**config.mk**
```make
export PLATFORM = sky130hd
export DESIGN_NAME = fetch_stage
export DESIGN_NICKNAME = d
export VERILOG_FILES = /design/src/rtl/fetch_stage_pkg.sv /design/src/rtl/fetch_stage.sv
export SDC_FILE = /design/constraint.sdc
export NUM_CORES = 1
export LEC_CHECK = 0
export ABC_CLOCK_PERIOD_IN_PS = 3000
export CAP_MARGIN = 20
export CELL_PAD_IN_SITES_DETAIL_PLACEMENT = 1
export CELL_PAD_IN_SITES_GLOBAL_PLACEMENT = 2
export CORE_MARGIN = 8
export CORE_UTILIZATION = 27
export DETAILED_ROUTE_END_ITERATION = 8
export PLACE_DENSITY_LB_ADDON = 0.1
export RECOVER_POWER = 100
export SKIP_LAST_GASP = 1
export SYNTH_ARGS = -nofsm -noshare
export SYNTH_HDL_FRONTEND = slang
export SYNTH_SLANG_ARGS = --single-unit
export TNS_END_PERCENT = 30
```
**constraint.sdc**
```tcl
create_clock -name clk -period 3 [get_ports clk]
set_input_delay 0.6 -clock clk [delete_from_list [all_inputs] [get_ports clk]]
set_output_delay 0.6 -clock clk [all_outputs]
set_load 0.05 [all_outputs]
```
**src/rtl/fetch_stage_pkg.sv**
```systemverilog
// fetch_stage_pkg: processor-wide fetch constants, halt opcode, and IF/ID register type
package fetch_stage_pkg;
  localparam int PC_W = 32;
  localparam int INSTR_W = 28;
  localparam int OPC_HI = 27;
  localparam int OPC_LO = 24;
  localparam logic [3:0] HALT_OPCODE = 4'b1111;
  typedef struct packed {
    logic [INSTR_W-1:0] instr;
    logic [PC_W-1:0] pc_plus4;
    logic valid;
  } ifid_t;
endpackage

```
**src/rtl/fetch_stage.sv**
```systemverilog
// fetch_stage: program counter plus IF/ID pipeline register feeding decode.
// Ports: clk, reset (async active-low); PC -> instruction memory, Instr <- memory (combinational);
// stall/flush/branch_taken/branch_target from hazard and branch logic;
// instr_d/pc_plus4_d/valid_d form the IF/ID register; halted reports a frozen fetch.
// Build option: FETCH_HALT_EN enables the halt-opcode freeze; otherwise halted is tied to 0.
module fetch_stage #(
  parameter int PC_W = fetch_stage_pkg::PC_W,
  parameter int INSTR_W = fetch_stage_pkg::INSTR_W,
  parameter logic [PC_W-1:0] RESET_PC = '0
) (
  input  logic               clk,
  input  logic               reset,
  output logic [PC_W-1:0]    PC,
  input  logic [INSTR_W-1:0] Instr,
  input  logic               stall,
  input  logic               flush,
  input  logic               branch_taken,
  input  logic [PC_W-1:0]    branch_target,
  output logic [INSTR_W-1:0] instr_d,
  output logic [PC_W-1:0]    pc_plus4_d,
  output logic               valid_d,
  output logic               halted
);
  import fetch_stage_pkg::*;
  logic [PC_W-1:0] pc_q, pc_d, pc_plus4;
  ifid_t ifid_q, ifid_d;
  logic halted_q, halted_d, is_halt, capture;
  assign pc_plus4 = pc_q + PC_W'(4);
`ifdef FETCH_HALT_EN
  assign is_halt = Instr[OPC_HI:OPC_LO] == HALT_OPCODE;
`else
  assign is_halt = 1'b0;
`endif
  // a halt only counts when it is actually captured into IF/ID, never on a squashed or held slot
  always_comb begin
    capture = !(flush || branch_taken || stall);
    pc_d = branch_taken ? {branch_target[PC_W-1:2], 2'b00} : (halted_q || stall) ? pc_q : pc_plus4;
    ifid_d = (flush || branch_taken) ? '0 : stall ? ifid_q : '{instr: Instr, pc_plus4: pc_plus4, valid: !halted_q};
    halted_d = halted_q || (capture && is_halt);
  end
  always_ff @(posedge clk or negedge reset) begin
    if (!reset) begin
      pc_q <= RESET_PC;
      ifid_q <= '0;
      halted_q <= 1'b0;
    end else begin
      pc_q <= pc_d;
      ifid_q <= ifid_d;
      halted_q <= halted_d;
    end
  end
  assign PC = pc_q;
  assign instr_d = ifid_q.instr;
  assign pc_plus4_d = ifid_q.pc_plus4;
  assign valid_d = ifid_q.valid;
  assign halted = halted_q;
endmodule

```
==> reports/results.tsv <==
metric	value	unit
Area Growth Syn to Fin	43.2	%
clock root buffer	clkbuf_16	
Clk pin slew, worst setup/hold paths	0.07	ns
Final setup viols	0	
Netlist cell types	42	
Final Critical Period	2.51	ns
yosys warns	0	
relative slew slack	9.17	%
M2 GR Usage	24.4	%
Largest delay share family, worst path	simple AND/OR/NAND/NOR gates	
layer with the highest usage	met2	
Port Buffers	151	
crit path DAT	2.78	ns
initial antenna violation count	2	
Max Freq	0.398	GHz
Worst Skew	0.0109	ns
Hold-fix buffers, CTS	0	
sw frac	32.6	%
wire per inst	19.4	µm
vias per inst	5.02	
Yosys reg bits	89	
Syn Inst Count	494	
grt met3 use	7.26	%
total core area	17000	µm²
worst hold path class	reg -> reg	
Final Cell Area	6620	µm²
max cap viols	0	
EDFF count, synth	0	
Max FO, Critical Path	16	
TritonRoute pass-1 iters	6	
DIE AREA	21600	µm²
Post-CTS Setup Bufs	0	
fin worst setup slack	0.490	ns
crit share post-route	83.7	%
Skew-Pair Late Insertion Delay	0.35	ns
Setup TNS Final	0	ns
RSZ-0062 raised after global routing	no	
CP Capture Type	flip-flop	
Worst-Margin Slew	1.36	ns
first-pass GRT wire length	27100	µm
syn avg cell area	9.36	µm²
layout cells sized above 1	6.18	%
Clk pwr share	36.7	%
Yosys top cell by area	dfrtp_1	
outcome	finished, final reports clean	
number of nets with antenna violations after routing	0	
CTS tree	yes	
async set-reset flop share out of synthesis	100	%
DR DRC count	0	
H-tree depth	3	
# rows	48	
combinational share of power	22.7	%
die height	147	µm
Die X	147	µm
critical path class	reg -> reg	
largest net degree at the start of global routing	49	
pwr/cell area	507	nW/µm²
CP Launch Type	flip-flop	
post-cts sizing count	0	
pre-CTS setup slack	0.557	ns
initial drt markers	150	
Placer Congestion	0.732	
P_int	0.00226	W
top cells by area, synth	dfrtp_1 48%, mux2i_1 6.1%, o21ai_0 4.8%, nor2_1 4.6%, nand2_1 3.3%	
met1 GRT Util	19.2	%
Post-DP Area	6330	µm²
area of the mapped netlist	4620	µm²
post-synth top area share	48.2	%
GRT Total Usage	15.8	%
most common flop cell mapped by yosys	dfrtp_1	
maximum clock path buffer count	2	
Worst path slowest cell	or4_1	
routed via count	4303	
Leakage Power	2.78	nW
CP Data Required Time	3.27	ns
DP HPWL	11900	µm
Final #Nets	692	
wirelength, routed	16700	µm
Initial Utilization	27.2	%
vias in the first global route	4683	
Seq/Total Area, Yosys	48.2	%
Psw	0.00109	W
Cell Chain, Critical Path	nand4_1 -> or4_1 -> or4_1 -> a31oi_1	
Most Frequent Cell on Critical Path	or4_1	
Sink Count	89	
total CTS buffers	9	
fillers	1922	
Final Hold Violating Endpoints	0	
CP max stage delay	0.84	ns
total grt overflow	0	
Final Max Tran Viols	0	
io pins	159	
CP Buf/Inv Count	0	
sequential power share	40.6	%
VDD IR max	0.245	mV
## through the flow
step	total power [W]	hold slack [ns]	std cells	utilization, %
6_report	0.00336	0.473	858	38.9
3_3_place_gp	0.00218	0.466	840	37.2
5_1_grt	0.00353	0.514	857	38.9
4_1_cts	0.00346	0.327	856	39.1
3_5_place_dp	0.00219	0.467	840	37.2
2_1_floorplan	0.00184	0.304	498	-
## Yosys cell counts (all sizes together), types with 2 or more instances
master  count
nand2b      2
a31oi      24
o31ai      15
xnor2      16
o311a       4
buf        14
o21ai      44
a21oi      14
or2         5
nand4      11
nor4       11
nor3        9
clkbuf     36
a311oi      2
xor2        5
dfrtp      89
nor2       57
nand2      41
mux2i      28
o31a        4
o21a        4
nand3       8
or3        14
inv         2
or4        19
nor2b       3
a221o       4
## final cells by class
type	instances	area (µm²)	share of cell area (%)
timing repair buffer	167	1610	24.3
multi-input combinational	356	2160	32.7
antenna	2	5.00	0.0756
inverter	3	11.3	0.170
sequential	89	2230	33.6
tap	225	282	4.25
clock inverter	7	93.8	1.42
clock buffer	9	225	3.40
## cells by family (layout without fill, tap and decap cells)
group / Yosys count / count (layout) / synth area share, %
simple gates: 184 / 184 / 20.4
compound gates: 117 / 117 / 15.9
flops: 89 / 89 / 48.2
buf+inv: 53 / 186 / 5.20
mux: 28 / 28 / 6.06
xor+xnor: 21 / 21 / 3.98
fa+ha+maj: 1 / 1 / 0.271
other cells: 1 / 7 / 0.0811
## cell usage in the layout, fill, tap and decap left out, types with 11 or more instances in the layout
| cell | n |
|---|---|
| dlygate4sd3_1 | 90 |
| o21ai_0 | 44 |
| nand2_1 | 41 |
| dfrtp_1 | 89 |
| mux2i_1 | 28 |
| buf_4 | 13 |
| nor4_1 | 11 |
| xnor2_1 | 16 |
| a31oi_1 | 24 |
| or4_1 | 18 |
| nor2_1 | 57 |
| o31ai_1 | 15 |
| a21oi_1 | 14 |
| clkdlybuf4s50_1 | 59 |
| or3_1 | 14 |
## worst paths after layout
check	slack, ns	end	startpoint	cells after the start
max reg2reg	0.49	PC[27]$_DFFE_PN0N_	PC[17]$_DFFE_PN0N_	4
max	0.49	PC[27]$_DFFE_PN0N_	PC[17]$_DFFE_PN0N_	4
min reg2reg	0.47	valid_d$_DFFE_PN0P_	valid_d$_DFFE_PN0P_	1
max in group asynchronous	0.65	pc_plus4_d[8]$_DFFE_PN0P_	reset	2
min in group asynchronous	0.54	PC[17]$_DFFE_PN0N_	reset	1
min	0.47	valid_d$_DFFE_PN0P_	valid_d$_DFFE_PN0P_	1
## routing by layer
layer / vias up / wire (µm)
met5: - / 10
met4: 2 / 281
met3: 21 / 1680
met2: 115 / 7620
met1: 2106 / 7060
li1: 2059 / -
## power groups by stage
stage / sequential [W] / combinational, W / clock (W)
after global routing: 0.00138 / 0.000825 / 0.00133
final: 0.00136 / 0.000761 / 0.00123
after detailed placement: 0.00139 / 0.000802 / 0
after floorplan: 0.00159 / 0.000247 / 0
after CTS: 0.00137 / 0.000805 / 0.00128
after global placement: 0.00139 / 0.000794 / 0
## registers in the layout (all words and copies together) (netlist names)
| name | count |
|---|---|
| valid_d | 1 |
| PC | 30 |
| pc_plus4_d | 30 |
| instr_d | 28 |
No activity file was read; power rests on OpenSTA's default activity.
